===== config.mk =====
export PLATFORM = sky130hd
export DESIGN_NAME = ula_mdu_control
export DESIGN_NICKNAME = d
export VERILOG_FILES = /design/src/rtl/ula_mdu_control.sv
export SDC_FILE = /design/constraint.sdc
export NUM_CORES = 1
export LEC_CHECK = 0
export BUFFER_PORTS_ARGS = -buffer_cell sky130_fd_sc_hd__buf_2
export CORE_MARGIN = 1.5
export CORE_UTILIZATION = 31
export DETAILED_ROUTE_END_ITERATION = 8
export HOLD_SLACK_MARGIN = 0.08
export PLACE_DENSITY_LB_ADDON = 0.15
export REMOVE_ABC_BUFFERS = 1
export SKIP_CTS_REPAIR_TIMING = 1
export SLEW_MARGIN = 10
export SYNTH_ARGS = -nofsm -noshare
export SYNTH_HDL_FRONTEND = slang
export SYNTH_SLANG_ARGS = --single-unit

===== constraint.sdc =====
create_clock -name clock -period 4.4 [get_ports clock]
set_clock_uncertainty 0.15 [all_clocks]
set_input_delay 0.66 -clock clock [delete_from_list [all_inputs] [get_ports clock]]
set_output_delay 0.66 -clock clock [all_outputs]
set_load 0.1 [all_outputs]

===== src/rtl/ula_mdu_control.sv =====
// rtl/ula_mdu_control.sv - EX-stage ALU control decoder with multi-cycle MUL/DIV unit and HI/LO
//
// Purpose: decodes ula_operation/func into the 4-bit ALU operation code and runs
//   MULT/MULTU/DIV/DIVU (shift-add / restoring divide, one bit per cycle),
//   MTHI/MTLO/MFHI/MFLO, and a stall handshake towards pipeline control.
// Ports:
//   clock, reset_n            rising-edge clock, asynchronous active-low reset
//   ula_operation, func, start op class, R-type funct, EX instruction valid
//   operand_a, operand_b      rs / rt values
//   operation                 ALU operation code (combinational)
//   mdu_sel, mdu_result       EX result source select and HI/LO read value
//   busy, stall, done         MDU in progress, pipeline hold, HI/LO-updated pulse
//   hi, lo                    HI/LO registers
module ula_mdu_control #(
  parameter int DATA_WIDTH = 32,
  parameter int CNT_WIDTH  = 6
) (
  input  logic                  clock,
  input  logic                  reset_n,
  input  logic [2:0]            ula_operation,
  input  logic [5:0]            func,
  input  logic                  start,
  input  logic [DATA_WIDTH-1:0] operand_a,
  input  logic [DATA_WIDTH-1:0] operand_b,
  output logic [3:0]            operation,
  output logic                  mdu_sel,
  output logic [DATA_WIDTH-1:0] mdu_result,
  output logic                  busy,
  output logic                  stall,
  output logic                  done,
  output logic [DATA_WIDTH-1:0] hi,
  output logic [DATA_WIDTH-1:0] lo
);
  localparam int W = DATA_WIDTH;

  typedef enum logic [1:0] {S_IDLE, S_MUL, S_DIV, S_FIX} state_t;

  state_t               r_state;
  logic [CNT_WIDTH-1:0] r_cnt;
  logic [W-1:0]         r_rem;     // MUL: product high half / DIV: partial remainder
  logic [W-1:0]         r_quo;     // MUL: multiplier, shifted out as product low half / DIV: dividend -> quotient
  logic [W-1:0]         r_opnd;    // MUL: multiplicand magnitude / DIV: divisor magnitude
  logic [W-1:0]         r_hi;
  logic [W-1:0]         r_lo;
  logic                 r_neg_q;   // product or quotient must be negated
  logic                 r_neg_r;   // remainder must be negated (dividend was negative)
  logic                 r_is_div;
  logic                 r_done;

  logic         w_req;
  logic         w_muldiv;
  logic         w_mt;
  logic         w_mfhi;
  logic         w_mflo;
  logic         w_signed;
  logic         w_a_neg;
  logic         w_b_neg;
  logic [W-1:0] w_a_mag;
  logic [W-1:0] w_b_mag;
  logic [W:0]   w_add;
  logic [W:0]   w_shift;
  logic         w_ge;
  logic [W-1:0] w_diff;
  logic [2*W-1:0] w_prod;
  logic [2*W-1:0] w_prod_fix;
  logic [W-1:0] w_quo_fix;
  logic [W-1:0] w_rem_fix;

  assign w_req    = start & (ula_operation == 3'b010);
  assign w_muldiv = w_req & (func[5:2] == 4'b0110);
  assign w_mt     = w_req & ((func == 6'b010001) | (func == 6'b010011));
  assign w_mfhi   = w_req & (func == 6'b010000);
  assign w_mflo   = w_req & (func == 6'b010010);

  // MULT and DIV have funct bit 0 clear; the unsigned variants have it set
  assign w_signed = ~func[0];
  assign w_a_neg  = w_signed & operand_a[W-1];
  assign w_b_neg  = w_signed & operand_b[W-1];
  assign w_a_mag  = w_a_neg ? -operand_a : operand_a;
  assign w_b_mag  = w_b_neg ? -operand_b : operand_b;

  // Shift-add step: add multiplicand when the current multiplier bit is set, then shift right
  assign w_add = {1'b0, r_rem} + (r_quo[0] ? {1'b0, r_opnd} : '0);

  // Restoring divide step; remainder stays below the divisor, so the difference fits W bits
  assign w_shift = {r_rem, r_quo[W-1]};
  assign w_ge    = w_shift >= {1'b0, r_opnd};
  assign w_diff  = w_shift[W-1:0] - r_opnd;

  assign w_prod     = {r_rem, r_quo};
  assign w_prod_fix = r_neg_q ? -w_prod : w_prod;
  assign w_quo_fix  = r_neg_q ? -r_quo : r_quo;
  assign w_rem_fix  = r_neg_r ? -r_rem : r_rem;

  assign busy       = (r_state != S_IDLE);
  assign stall      = (w_muldiv | w_mt | w_mfhi | w_mflo) & busy;
  assign done       = r_done;
  assign hi         = r_hi;
  assign lo         = r_lo;
  assign mdu_sel    = w_mfhi | w_mflo;
  assign mdu_result = w_mfhi ? r_hi : (w_mflo ? r_lo : '0);

  always_comb begin
    operation = 4'b0000;
    case (ula_operation)
      3'b000: operation = 4'b0010;
      3'b001: operation = 4'b0110;
      3'b010: begin
        case (func)
          6'b000100: operation = 4'b1110;
          6'b000110: operation = 4'b1111;
          6'b000111: operation = 4'b1111;
          6'b100000: operation = 4'b0010;
          6'b100010: operation = 4'b0110;
          6'b100100: operation = 4'b0000;
          6'b100101: operation = 4'b0001;
          6'b100110: operation = 4'b1101;
          6'b100111: operation = 4'b1100;
          6'b101010: operation = 4'b0111;
          6'b101011: operation = 4'b0111;
          default:   operation = 4'b0000;
        endcase
      end
      3'b011: operation = 4'b0111;
      3'b100: operation = 4'b0000;
      3'b101: operation = 4'b0001;
      3'b110: operation = 4'b1101;
      3'b111: operation = 4'b1011;
      default: operation = 4'b0000;
    endcase
  end

  always_ff @(posedge clock or negedge reset_n) begin
    if (!reset_n) begin
      r_state  <= S_IDLE;
      r_cnt    <= '0;
      r_rem    <= '0;
      r_quo    <= '0;
      r_opnd   <= '0;
      r_hi     <= '0;
      r_lo     <= '0;
      r_neg_q  <= 1'b0;
      r_neg_r  <= 1'b0;
      r_is_div <= 1'b0;
      r_done   <= 1'b0;
    end else begin
      r_done <= 1'b0;
      case (r_state)
        S_IDLE: begin
          if (w_muldiv) begin
            r_is_div <= func[1];
            r_cnt    <= CNT_WIDTH'(W);
            r_rem    <= '0;
            if (!func[1]) begin
              r_quo   <= w_b_mag;
              r_opnd  <= w_a_mag;
              r_neg_q <= w_a_neg ^ w_b_neg;
              r_neg_r <= 1'b0;
              r_state <= S_MUL;
            end else if (operand_b == '0) begin
              // Divide by zero: preload the FIX result directly (hi=dividend, lo=all ones)
              r_rem   <= operand_a;
              r_quo   <= '1;
              r_neg_q <= 1'b0;
              r_neg_r <= 1'b0;
              r_cnt   <= '0;
              r_state <= S_FIX;
            end else begin
              r_quo   <= w_a_mag;
              r_opnd  <= w_b_mag;
              r_neg_q <= w_a_neg ^ w_b_neg;
              r_neg_r <= w_a_neg;
              r_state <= S_DIV;
            end
          end else if (w_mt) begin
            if (func[1]) r_lo <= operand_a;
            else         r_hi <= operand_a;
          end
        end
        S_MUL: begin
          r_rem <= w_add[W:1];
          r_quo <= {w_add[0], r_quo[W-1:1]};
          r_cnt <= r_cnt - 1'b1;
          if (r_cnt == CNT_WIDTH'(1)) r_state <= S_FIX;
        end
        S_DIV: begin
          r_rem <= w_ge ? w_diff : w_shift[W-1:0];
          r_quo <= {r_quo[W-2:0], w_ge};
          r_cnt <= r_cnt - 1'b1;
          if (r_cnt == CNT_WIDTH'(1)) r_state <= S_FIX;
        end
        S_FIX: begin
          if (r_is_div) begin
            r_hi <= w_rem_fix;
            r_lo <= w_quo_fix;
          end else begin
            r_hi <= w_prod_fix[2*W-1:W];
            r_lo <= w_prod_fix[W-1:0];
          end
          r_done  <= 1'b1;
          r_state <= S_IDLE;
        end
        default: r_state <= S_IDLE;
      endcase
    end
  end
endmodule


Yosys cells after proc, flatten, opt, wreduce, memory -nomap -nowiden
Index checks and enable logic that the tools add are counted.

cells by class
  add/subtract/negate cells = 8
  $lt $le $gt $ge = 1
  equality and inequality tests = 33
  mux-type cells = 45
  bitwise logic cells = 15
  reduce and logical (&&, ||, !) cells = 17

operators by type and width
  operator                                             number
  2-to-1 mux 32 bit                                    24
  one-hot mux 32 bit (3 select lines)                  2
  negation 32 bit                                      4
  one-hot mux 32 bit (2 select lines)                  2
  2-to-1 mux 64 bit                                    1
  negation 64 bit                                      1
  one-hot mux 4 bit (8 select lines)                   2
  equality test 6 bit, second input constant           7
  adder 32 x 32 -> 33 bit                              1
  greater-or-equal comparator 33 x 32 -> 1 bit         1
  logical NOT 32 bit                                   1
  subtractor 32 bit                                    1
  equality test 6 x 5 -> 1 bit, second input constant  4
  equality test 6 x 3 -> 1 bit, second input constant  3
  2-to-1 mux 6 bit                                     3
  equality test 3 bit, second input constant           4
  inequality test 2 bit, second input constant         6
  one-hot mux 6 bit (2 select lines)                   1
  bitwise AND 1 bit                                    8
  AND reduction 2 bit                                  4
  AND reduction 4 bit                                  2
  equality test 3 x 2 -> 1 bit, second input constant  2
  equality test 6 x 1 -> 1 bit, second input constant  1
  2-to-1 mux 1 bit                                     6
  17 further kinds                                     28

storage, ports and cells
  register bits after elaboration = 172
  bits of input ports = 76
  logic and storage cells = 130

Longest topological paths before layout
  depth in word-level cells = 7
  gate-level depth with buffers = 14
  mapped depth without buffers = 13

Least setup slack after synthesis
Ideal clock, no wire load.

  kind = input to output
  start point = input port func[1]
  end point = output port operation[1]
  data arrival time = 3519 ps
  data required time = 3590 ps
  path slack = 71 ps
  stages = 5
  cell sequence = clkbuf_1 -> clkbuf_1 -> a22oi_1 -> o21a_1 -> o21ai_0

on the way
  longest elaborated chain between the ends = 4
  elaborated cells on any way between the ends = 14
  those cells by class = eq/ne (10); mux (2); reduce/logical (2)

ends and longest elaborated chain
  what                                                                 RTL line  source
  start, declared                                                      21        input logic [5:0] func,
  equality test 6 bit or equality test 6 x 3 -> 1 bit (tied branches)  109       case (func)
  OR reduction 2 bit (no source line)                                  -
  one-hot mux 4 bit (8 select lines) (*)                               109
  one-hot mux 4 bit (8 select lines) (*)                               105       case (ula_operation)
  end, declared                                                        25        output logic [3:0] operation,

Mark *: on every way between the ends. The rest lies on a longest branch, timed or not.

Worst setup path after layout
  start point = register r_quo[0]
  end point = register r_rem[27]

on the way
  longest elaborated chain between the ends = 3

ends and longest elaborated chain
  what                                 RTL line  source
  start, declared                      41        logic [W-1:0] r_quo;
  start signal, assigned               155       r_quo <= w_b_mag;
  start signal, assigned               169       r_quo <= w_a_mag;
  start signal, assigned               182       r_quo <= {w_add[0], r_quo[W-1:1]};
  2-to-1 mux 32 bit                    83        assign w_add = {1'b0, r_rem} + (r_quo[0] ? {1'b0, r_opnd} : '0);
  adder 32 x 32 -> 33 bit              83
  one-hot mux 32 bit (3 select lines)  148       case (r_state)
  end signal, assigned                 162       r_rem <= operand_a;
  end signal, assigned                 181       r_rem <= w_add[W:1];
  end signal, assigned                 187       r_rem <= w_ge ? w_diff : w_shift[W-1:0];
  end, declared                        40        logic [W-1:0] r_rem;

No other way between the ends.
A chain may end at the register's enable or synchronous reset.

==> run_results.csv <==
group,metric,value,unit
run_status,outcome,"completed",
floorplanning,io_pins,180,
layout,fillCellCount,5622,
critical_path,r2r-end,"r_rem[27]",
global_routing,grt_max_degree,92,
timing,setup_viol,0,
run,drv_cap,0,
route,drc,0,
critical_path,r2r_slack,350,ps
placement,dp_hpwl,54.9,mm
global_routing,grt_overflow_total,0,
critical_path,path_delay_family,"compound AO/OA/AOI/OAI gates",
timing,worst_pin_slew,1100,ps
critical_path,start_kind,"flip-flop",
placement,place_inst,2977,
critical_path,crit_chain,"inv_1, buf_4, nor2_1, ha_1, and4_1, nand2_1, a211oi_1, o21ai_1, o21ai_0, a221oi_1, xnor2_1, a221oi_1, o22ai_1",
synth,async_flop_share,1.00,
cts,cts_max_level,4,
critical_path,cpMaxStageDelayCell,"dfrtp_1",
critical_path,rr_startpoint,"r_quo[0]",
global_routing,grt_usage,0.259,
route,wirelength,70.5,mm
critical_path,crit_type,"flip-flop to flip-flop",
timing,timing.final.max_slew_violations,0,
critical_path,cp-end-kind,"flip-flop",
route,wl_per_cell,23.4,um
global_routing,antenna_found_initial,1,
route,final_antenna_net_count,0,
synth,synthesis.area,16500,um2
critical_path,cp_common_cell,"a221oi_1",
power,power_density,352,nW/um2
route,vias,17105,
timing,max_freq,247,MHz
placement,io_buffers,179,
critical_path,reg2regPathDepth,13,
timing,finalCriticalPeriod,4050,ps
layout,fin_cells,3009,
synth,synth_warnings,0,
cts,cts.sinks,172,
layout,fin_nets,2460,
cts,clock_path_buffers,2,
layout,utilization,0.362,
synth,yosys_most_used_dff,"dfrtp_1",
floorplanning,die_h,234,um
synth,ys_ff_latch,172,
global_routing,met3_usage,0.0404,
timing,timing.final.crit_share,0.921,
placement,placed_cell_area,18400,um2
timing,rsz0062_at_grt,"false",
route,drt_iter0_markers,1561,
critical_path,critPathRequiredTime,4630,ps
cts,cts_made_buffers,17,
power,leakagePower,8.36,nW
critical_path,path_buf_inv,2,
floorplanning,initial_core_util,0.314,
layout,syn_to_final_growth,15.5,%
power,ir_worst_vdd,0.342,mV
synth,ys_types,81,
layout,antenna_cells,0,
global_routing,use_met1,0.345,
hold_path,hp-class,"primary input to async pin",
layout,fin_area,19000,um2
timing,finalSetupTns,0,ps
cts,cts_tree,"done",
route,first_pass_iters,5,
cts,clk_latency,510,ps
floorplanning,die_area,54600,um2
timing,hold_ws,31.8,ps
synth,syn_inst,2183,
cts,cts_root_buf,"clkbuf_16",
floorplanning,die_w,234,um
global_routing,grt_pass1_vias,16171,
floorplanning,rows,84,
synth,synth_edf_count,0,
layout,drive_above_1_share,0.154,
critical_path,slowest_delay,480,ps
cts,clk_transition_reported_paths,70,ps
global_routing,busiest_layer,"met2",
timing,hold_viol,0,
synth,synth.avg_cell_area,7.55,um2
placement,gp_congestion,0.957,
timing,slew_headroom,0.267,
synth,seq_area_frac_synth,0.261,
global_routing,use_met2,0.423,
floorplanning,fp.coreArea,52600,um2
critical_path,worstPathArrival,4280,ps
global_routing,grt_pass1_wl,105,mm
critical_path,worst-path-max-fanout,22,
route,via_per_inst,5.68,
==> flip-flops by register name (all words and copies together) (netlist names) <==
name,count
r_neg_q,1
r_quo,32
r_is_div,1
r_cnt,6
hi,32
r_neg_r,1
r_rem,32
done,1
r_opnd,32
lo,32
r_state,2
==> report_power, final <==
| group | internal, mW | total (mW) | switching [mW] |
|---|---|---|---|
| Combinational | 1.14 | 2.80 | 1.66 |
| Sequential | 1.75 | 2.07 | 0.320 |
| Clock | 1.05 | 1.84 | 0.789 |
==> worst max path at each step <==
stage	startpoint	endpoint	slack, ps	depth (start not counted)
finish	r_quo[0]	r_rem[27]	350	13
global route	r_quo[0]	r_rem[31]	70	13
CTS	r_quo[0]	r_rem[27]	460	13
detailed placement	r_quo[0]	r_rem[27]	490	13
global placement	r_quo[0]	r_rem[27]	460	13
floorplan	r_state[0]	lo[0]	-400	4
==> logic make-up after synthesis <==
logic type | count (synthesis) | share of synthesized area
mux | 84 | 0.0528
fa+ha+maj | 76 | 0.0586
flops | 172 | 0.261
simple gates | 737 | 0.209
xor+xnor | 171 | 0.0909
buf+inv | 233 | 0.0554
compound gates | 710 | 0.272
==> cell type report <==
class | instances | area [um2] | share of cell area
Sequential cell | 172 | 4300 | 0.226
Clock inverter | 13 | 225 | 0.0118
Clock buffer | 19 | 453 | 0.0238
Inverter | 76 | 285 | 0.0150
Timing Repair Buffer | 263 | 1600 | 0.0842
Multi-Input combinational cell | 1778 | 11300 | 0.594
Tap cell | 688 | 861 | 0.0452
==> cell usage in the layout (no fill, tap or decap), types with 19 or more instances in the layout <==
| master | synthesis | final |
|---|---|---|
| nand3_1 | 42 | 42 |
| a31oi_1 | 23 | 22 |
| a211oi_1 | 42 | 42 |
| xor2_1 | 88 | 88 |
| buf_2 | 14 | 176 |
| nor2b_1 | 19 | 19 |
| nor2_1 | 267 | 267 |
| o21ai_0 | 177 | 177 |
| ha_1 | 74 | 70 |
| nand2_1 | 224 | 223 |
| mux2i_1 | 60 | 60 |
| xnor2_1 | 83 | 83 |
| mux2_2 | 24 | 24 |
| a221oi_1 | 19 | 19 |
| a21o_1 | 47 | 47 |
| nor3_1 | 46 | 46 |
| a22o_1 | 22 | 22 |
| buf_4 | 3 | 81 |
| a21oi_1 | 218 | 218 |
| inv_1 | 76 | 76 |
| o31ai_1 | 27 | 27 |
| dfrtp_1 | 172 | 172 |
==> Yosys cell counts, types with 19 or more instances <==
| cell type | number | area share |
|---|---|---|
| nand3_1 | 42 | 0.013 |
| a22o_1 | 22 | 0.012 |
| dfrtp_1 | 172 | 0.26 |
| a21oi_1 | 218 | 0.066 |
| mux2i_1 | 60 | 0.036 |
| a221oi_1 | 19 | 0.010 |
| nor2_1 | 267 | 0.061 |
| nor2b_1 | 19 | 0.0072 |
| a211oi_1 | 42 | 0.019 |
| nor3_1 | 46 | 0.014 |
| inv_1 | 76 | 0.017 |
| mux2_2 | 24 | 0.016 |
| a21o_1 | 47 | 0.021 |
| nand2_1 | 224 | 0.051 |
| a31oi_1 | 23 | 0.0087 |
| o31ai_1 | 27 | 0.012 |
| xor2_1 | 88 | 0.047 |
| ha_1 | 74 | 0.056 |
| clkbuf_1 | 127 | 0.029 |
| o21ai_0 | 177 | 0.054 |
| xnor2_1 | 83 | 0.044 |
==> metal layers <==
| metal | vias up | wire length (um) |
|---|---|---|
| met5 | - | 0 |
| met4 | 0 | 1980 |
| li1 | 8103 | - |
| met2 | 599 | 33100 |
| met1 | 8327 | 31200 |
| met3 | 76 | 4170 |
==> metrics by stage <==
step	setup WS, ps	power (mW)
final	348	6.71
after global routing	69.4	7.05
after CTS	460	6.72
after detailed placement	494	4.86
after global placement	464	4.87
after floorplan	-396	3.68
No activity file was read; power rests on OpenSTA's default activity.
